$ cat config.mk
export PLATFORM = sky130hd
export DESIGN_NAME = rca_seq_ctrl
export DESIGN_NICKNAME = d
export VERILOG_FILES = /design/src/rtl/rca_seq_ctrl.sv
export SDC_FILE = /design/constraint.sdc
export NUM_CORES = 1
export LEC_CHECK = 0
export BUFFER_PORTS_ARGS = -buffer_cell sky130_fd_sc_hd__buf_2
export CORE_ASPECT_RATIO = 1.5
export CORE_MARGIN = 3
export CORE_UTILIZATION = 50
export CTS_CLUSTER_DIAMETER = 150
export CTS_CLUSTER_SIZE = 10
export DETAILED_ROUTE_END_ITERATION = 7
export PLACE_DENSITY = 0.76
export SLEW_MARGIN = 20
export SYNTH_ARGS = -nofsm -noshare
export SYNTH_HDL_FRONTEND = slang
export SYNTH_SLANG_ARGS = --single-unit
$ cat constraint.sdc
create_clock -name clk -period 2.4 [get_ports clk]
set_input_delay 0 -clock clk [delete_from_list [all_inputs] [get_ports clk]]
set_output_delay 0 -clock clk [all_outputs]
set_load 0.03 [all_outputs]
$ cat src/rtl/rca_seq_ctrl.sv
// rca_seq_ctrl: WORDS*4-bit add/subtract computed one nibble per clock through one shared 4-bit ripple slice.
// Define RCA_SEQ_OVF_EN to add the registered two's-complement overflow output ovf.
module rca_seq_ctrl #(
  parameter int WORDS = 4
) (
  input  logic               clk,
  input  logic               rst_n,
  input  logic               start,
  input  logic [4*WORDS-1:0] a,
  input  logic [4*WORDS-1:0] b,
  input  logic               cin,
  input  logic               sub,
  output logic               busy,
  output logic               done,
  output logic [4*WORDS-1:0] sum,
  output logic               cout
`ifdef RCA_SEQ_OVF_EN
  ,
  output logic               ovf
`endif
);

  localparam int N  = 4 * WORDS;
  localparam int IW = (WORDS > 1) ? $clog2(WORDS) : 1;
  localparam logic [IW-1:0] LAST = IW'(WORDS - 1);

  typedef enum logic {IDLE, RUN} state_t;

  state_t        state, state_nxt;
  logic [N-1:0]  a_r, b_r, acc, acc_nxt;
  logic          sub_r, carry;
  logic [IW-1:0] idx;
  logic [3:0]    a_nib, b_nib;
  logic [4:0]    slice;
  logic          accept, last;

  always_ff @(posedge clk or negedge rst_n) begin
    if (!rst_n) state <= IDLE;
    else        state <= state_nxt;
  end

  always_comb begin
    state_nxt = state;
    accept    = 1'b0;
    last      = 1'b0;
    case (state)
      IDLE: if (start) begin
        accept    = 1'b1;
        state_nxt = RUN;
      end
      RUN: if (idx == LAST) begin
        last      = 1'b1;
        state_nxt = IDLE;
      end
      default: state_nxt = IDLE;
    endcase
  end

  assign busy = (state == RUN);

  // Shared slice; acc_nxt includes the current nibble so the final result can be published on the same edge.
  always_comb begin
    a_nib   = a_r[idx*4 +: 4];
    b_nib   = sub_r ? ~b_r[idx*4 +: 4] : b_r[idx*4 +: 4];
    slice   = {1'b0, a_nib} + {1'b0, b_nib} + {4'b0000, carry};
    acc_nxt = acc;
    acc_nxt[idx*4 +: 4] = slice[3:0];
  end

  always_ff @(posedge clk or negedge rst_n) begin
    if (!rst_n) begin
      a_r   <= '0;
      b_r   <= '0;
      sub_r <= 1'b0;
      carry <= 1'b0;
      idx   <= '0;
      acc   <= '0;
      sum   <= '0;
      cout  <= 1'b0;
      done  <= 1'b0;
`ifdef RCA_SEQ_OVF_EN
      ovf   <= 1'b0;
`endif
    end else begin
      done <= 1'b0;
      if (accept) begin
        a_r   <= a;
        b_r   <= b;
        sub_r <= sub;
        carry <= sub | cin;
        idx   <= '0;
      end else if (state == RUN) begin
        acc   <= acc_nxt;
        carry <= slice[4];
        idx   <= idx + IW'(1);
        if (last) begin
          sum  <= acc_nxt;
          cout <= slice[4];
          done <= 1'b1;
`ifdef RCA_SEQ_OVF_EN
          // Carry into the MSB bit is recovered from the MSB sum bit and its two operand bits.
          ovf  <= (a_nib[3] ^ b_nib[3] ^ slice[3]) ^ slice[4];
`endif
        end
      end
    end
  end

endmodule

==> summary.md, run 1 <==
| Metric | Value |
|---|---|
| # setup viols final | `17` |
| Complex-gate fraction of the synthesized area | `9.311%` |
| Mux cell area share after synthesis | `18.14%` |
| Overall Global Routing Usage | `23.06%` |
| Fillcell total | `410` |
| Clock skew | `13.87 ps` |
| Min cycle time layout | `2464 ps` |
| Post-Synth XOR/XNOR Area | `1.693%` |
| H-tree depth | `3` |
| Hold path cells | `5` |
| Post-DP HPWL | `4906 um` |
| Largest family of logic cells by synthesized area | `multiplexers` |
| Register bit count reported by yosys | `67` |
| Final slew viol count | `0` |
| CP max FO | `3` |
| Num CTS Buffers | `9` |
| Share of the synthesized area in the top cell type | `54.01%` |
| CTS tree | `yes` |
| Clk buf depth | `2` |
| Metal-1 WL | `2825 um` |
| Clock transition at path regs | `70 ps` |
| Hold WC Path Type | `primary input to flop` |
| Share of cells above drive strength 1 | `40.16%` |
| Tightest Pin Transition | `704.6 ps` |
| Hold Vio Cnt, Final | `0` |
| Drt initial violations | `121` |
| Main area contributors after synthesis | `dfrtp_1 54%, mux2_2 12%, mux4_2 5.8%` |
| Hold_ws | `77.70 ps` |
| Post-synth EDFFs | `0` |
| CTS Sinks | `67` |
| Final cell count without fillers | `438` |
| Seq/Total Area, Yosys | `54.01%` |
| Async SR Flop Fraction | `100.0%` |
| Vias in the first global route | `2532` |
| Max-Cap Viols | `0` |
| Die ar. | `7209 um2` |
| Placement Setup Slack | `-84.25 ps` |
| Initial antenna violation count | `0` |
| Crit end category | `flop` |
| Via density | `5.409` |
| Setup ws final | `-64.01 ps` |
| Clock Latency Late Sink | `350 ps` |
| Crit share post-route | `102.7%` |
| Gate Count Post-Synth | `254` |
| Final net count | `408` |
| Dominant synthesized flop cell | `dfrtp_1` |
| Synth warn | `0` |
| Dpl cells | `386` |
| Unrepaired setup endpoints after global routing | `true` |
| Largest net degree at the start of global routing | `39` |
| Final RePlAce weighted congestion | `0.8632` |
| Maximum clock rate | `0.4058 GHz` |
| Distinct cells, synth | `32` |
| Post-Syn Area | `3104 um2` |
| Antenna Violating Nets Remaining | `0` |
| Startpoint Class | `flop` |
| Total core area | `5913 um2` |
| Failing checks | `setup timing` |
| First-pass GRT wire length | `12550 um` |
| Post-Synth Simple-Gate Area | `8.021%` |
| Row cnt | `34` |
| TritonRoute pass-1 iters | `4` |
| Routed length on met3 | `284 um` |
| Adder-Cell Fraction of Synth Area | `4.514%` |
| R2R depth | `7` |
| Final core utilization | `70.40%` |
| Routed WL | `7840 um` |
| Gr ovfl total | `0` |
| Status | `complete, but fails checks` |
| Drt wl/cell | `17.90 um` |
| Highest Signal Layer | `met4` |
| Yosys top cell by area | `dfrtp_1` |
| Mapped Nets | `301` |
| Die height | `102.5 um` |
| Top post-synthesis cells by count | `67 x dfrtp_1, 34 x mux2_2, 28 x nand2_1` |
| CTS root buffer | `clkbuf_8` |
| Req. time, crit path | `2630 ps` |
| Ant. Diodes | `0` |
| Initial core utilization | `52.50%` |
| Die Wd | `70.34 um` |
| Critical Path AT | `2690 ps` |
| I/O pin total | `56` |
| Most frequent cell after synthesis | `dfrtp_1` |
| Routed wl met2 | `4409 um` |
| Vias | `2369` |
| Area delta synth->final | `34.10%` |
| Max_slew headroom | `53.02%` |
| # DRC | `0` |
| Syn avg cell area | `12.22 um2` |
| Crit path kind | `flop to flop` |
| PortBufs | `55` |
==> sequential cells by signal, summed over array words and instances (netlist names) <==
register and count:
a_r 16, b_r 16, sum 16, acc 12, idx 2, busy 1, carry 1, cout 1
done 1, sub_r 1
==> cells by family (layout without fill, tap and decap cells) <==
logic type      after synthesis  after routing
compound gates               46             46
xor+xnor                      6              6
fa+ha+maj                    10             10
buf+inv                      29            141
flops                        67             67
mux                          42             42
simple gates                 54             54
==> through the flow <==
stage	TNS, ps	cell area [um2]
2_1_floorplan	-1589	3132
3_3_place_gp	-130.3	3578
3_5_place_dp	-501.0	3578
4_1_cts	-150.1	4126
5_1_grt	-2446	4163
6_report	-427.8	4163
==> path summary, 6_finish.rpt <==
| kind | start | endpoint | slack [ps] |
|---|---|---|---|
| min in group asynchronous | rst_n | sum[9]$_DFFE_PN0P_ | 230 |
| hold reg to reg | acc[0]$_DFFE_PN0P_ | acc[0]$_DFFE_PN0P_ | 480 |
| hold / removal | cin | carry$_DFFE_PN0P_ | 80 |
| setup / recovery | idx[0]$_DFFE_PN0P_ | sum[2]$_DFFE_PN0P_ | -60 |
| max in group asynchronous | rst_n | a_r[12]$_DFFE_PN0P_ | 1530 |
| setup reg to reg | idx[0]$_DFFE_PN0P_ | sum[2]$_DFFE_PN0P_ | -60 |
==> metal layers <==
metal  GRT usage, %  up-vias
met3          4.488       28
met1          24.15     1160
met5              0        -
li1               -     1108
met4          13.42        0
met2          42.71       73
==> worst max-delay path, stage by stage, from the launching register on <==
cell      delay [ps]
dfrtp_1          390
mux4_2           530
xnor2_1          160
fa_2             370
fa_2             390
xnor2_2          180
a221oi_1         260
nor2_1            60
==> area by class of cell <==
type	count	area, um2	area share (%)
clock inverters	5	28.78	0.6913
flip-flops and latches	67	1677	40.28
inverters	18	67.56	1.623
clock buffers	11	141.4	3.396
multi-input cells	158	1380	33.15
well taps	72	90.09	2.164
repair buffers	107	778.2	18.70
==> cell usage in the layout, fill, tap and decap left out, types with 2 or more instances in the layout <==
master         instances
a21o_1                 2
a21oi_1                6
a221oi_2               2
buf_12                 2
buf_2                 55
buf_4                 15
clkbuf_8              10
clkinv_2               4
dfrtp_1               67
dlygate4sd3_1         35
fa_2                   2
ha_1                   8
inv_1                 18
mux2_2                34
mux4_2                 8
nand2_1               27
nand3_2                3
nor2_1                11
nor2b_1                2
o21a_1                 7
o21ai_0               11
o21ai_1                7
o21ai_2                3
o221ai_1               4
o221ai_2               2
xor2_1                 3
==> repair_timing <==
item | 4_1_cts | 5_1_grt
pin swaps | 3 | 0
endpoints found under the setup margin | 15 | 23
buffers inserted | 1 | 0
hold buffers | 35 | 0
cloned | 0 | 0
hold endpoints to repair | 63 | 0
gates resized for setup | 7 | 9
Power of run 1 is not shown: default switching activity piles up to over one toggle a cycle in this logic, so the estimate is an artifact.
==> run 2, diff against run 1 <==
CORE_UTILIZATION = 45   (was 50)
PLACE_DENSITY = 0.69   (was 0.76)
==> run 2 against run 1 <==
The flow still finishes with violations (setup timing). Register-to-register slack worse by 20 ps. Routed wire length down 9.5%. Hold slack worse by 20 ps. Non-clock buffer count down 2. Core utilization down 6.6 points. Die area up 10%. Final cell count up 0.46%. Sequential share of layout area down 0.27 points. Largest cell class unchanged.
==> summary.md, run 2 (synthesis gave the netlist of run 1 again) <==
| Metric | Value |
|---|---|
| Hold Vio Cnt, Final | `0` |
| Crit share post-route | `103.7%` |
| Via density | `5.273` |
| CTS Sinks | `67` |
| Overall Global Routing Usage | `20.49%` |
| Cell chain of the critical path | `mux4_2 -> xnor2_1 -> fa_2 -> fa_2 -> xnor2_2 -> a221oi_1 -> nor2_1` |
| # DRC | `0` |
| Commonest cells after routing, fill and taps aside | `66 x dfrtp_1, 55 x buf_2, 35 x dlygate4sd3_1` |
| Vias in the first global route | `2500` |
| Gr ovfl total | `0` |
| Unrepaired setup endpoints after global routing | `true` |
| Status | `complete, but fails checks` |
| Most used cell, CP | `fa_2` |
| Critical Path AT | `2720 ps` |
| Crit end category | `flop` |
| TritonRoute pass-1 iters | `4` |
| Fillcell total | `510` |
| Crit path kind | `flop to flop` |
| Setup_tns | `-659.4 ps` |
| Clock skew | `7.350 ps` |
| Max-Cap Viols | `0` |
| Final core utilization | `63.77%` |
| Drt initial violations | `157` |
| Routed WL | `7099 um` |
| Total core area | `6576 um2` |
| First-pass GRT wire length | `12070 um` |
| Antenna Violating Nets Remaining | `0` |
| Die Wd | `73.82 um` |
| CTS tree | `yes` |
| I/O pin total | `56` |
| Share of cells above drive strength 1 | `40.11%` |
| Post-route cell area | `4194 um2` |
| Multi-input gate area | `1378 um2` |
| Post-CTS Setup Inserts | `0` |
| Largest net degree at the start of global routing | `36` |
| Top flop regs | `a_r: 16 flops, b_r: 16 flops, sum: 16 flops` |
| Max_slew headroom | `50.06%` |
| Final RePlAce weighted congestion | `0.8851` |
| Final cell count without fillers | `440` |
| Clk buf depth | `2` |
| Slowest stage delay, CP | `520 ps` |
| Startpoint Class | `flop` |
| Hold path cells | `5` |
| Hold WC Path Type | `primary input to flop` |
| Maximum clock rate | `0.4019 GHz` |
| Row cnt | `36` |
| Vias | `2320` |
| Req. time, crit path | `2630 ps` |
| CP max stage cell | `mux4_2` |
| Initial core utilization | `47.20%` |
| Placed Area | `3563 um2` |
| Min cycle time layout | `2488 ps` |
| PortBufs | `55` |
| Final net count | `406` |
| # setup viols final | `20` |
| Die ar. | `7951 um2` |
| Area delta synth->final | `35.11%` |
| Post-DP HPWL | `4787 um` |
| R2R depth | `7` |
| Drt wl/cell | `16.13 um` |
| Dpl cells | `389` |
| Clock Latency Late Sink | `350 ps` |
| H-tree depth | `3` |
| Clock transition at path regs | `70 ps` |
| Tightest Pin Transition | `749.1 ps` |
| Setup ws final | `-88.03 ps` |
| Most common cell after layout, fill and taps aside | `dfrtp_1` |
| Num CTS Buffers | `9` |
| Initial antenna violation count | `0` |
| CTS root buffer | `clkbuf_8` |
| CP max FO | `4` |
| Final slew viol count | `0` |
| Failing checks | `setup timing` |
| Storage cell area | `1678 um2` |
| Die height | `107.7 um` |
| Ant. Diodes | `0` |
-- run 2: changes by cell type in the layout (fill, tap and decap cells not counted), sizes merged --
cell	change
buf	-2
clkinvlp	+1
clkbuf	-1
clkinv	-2
bufinv	+2
-- run 2: critical path, delay by kind of cell, from the launching register on --
kind / cells / cell delay (ps)
adder cells (fa/ha/maj): 2 / 770
multiplexers: 1 / 520
flip-flops: 1 / 420
XOR/XNOR: 2 / 350
AO/OA/AOI/OAI: 1 / 250
AND/OR/NAND/NOR: 1 / 60
-- run 2: cell type report --
type                       count  area share (%)
tap                           76           2.267
clock inverter                 6           2.148
inverter                      18           1.611
clock buffer                  10           3.043
sequential                    67           40.01
multi-input combinational    158           32.85
timing repair buffer         105           18.08
-- run 2: worst paths after layout --
kind / start / end / slack [ps]
setup / recovery: idx[0]$_DFFE_PN0P_ / sum[6]$_DFFE_PN0P_ / -90
setup reg to reg: idx[0]$_DFFE_PN0P_ / sum[6]$_DFFE_PN0P_ / -90
max in group asynchronous: rst_n / idx[0]$_DFFE_PN0P_ / 1510
hold / removal: cin / carry$_DFFE_PN0P_ / 60
min in group asynchronous: rst_n / sum[8]$_DFFE_PN0P_ / 250
hold reg to reg: acc[5]$_DFFE_PN0P_ / acc[5]$_DFFE_PN0P_ / 490
-- run 2: timing repair --
item / CTS / global route
pin swaps: 2 / 7
endpoints found under the setup margin: 21 / 22
endpoints found under the hold margin: 67 / 0
gates resized for setup: 8 / 12
hold buffers: 35 / 0
-- run 2: per-stage QoR --
stage	hold WS [ps]	worst slack, ps
after floorplan	-295.6	-174.3
after global placement	104.3	-37.99
after detailed placement	115.3	-85.90
after CTS	53.87	-73.69
after global routing	142.6	-164.3
final	57.88	-88.03
-- run 2: routing by layer --
layer	track usage, %	vias up	wire length, um
li1	-	1102	-
met1	22.88	1134	2681
met2	35.91	66	3893
met3	4.393	18	303
met4	9.845	0	221
met5	0	-	0
Power of run 2 is left out for the same reason.
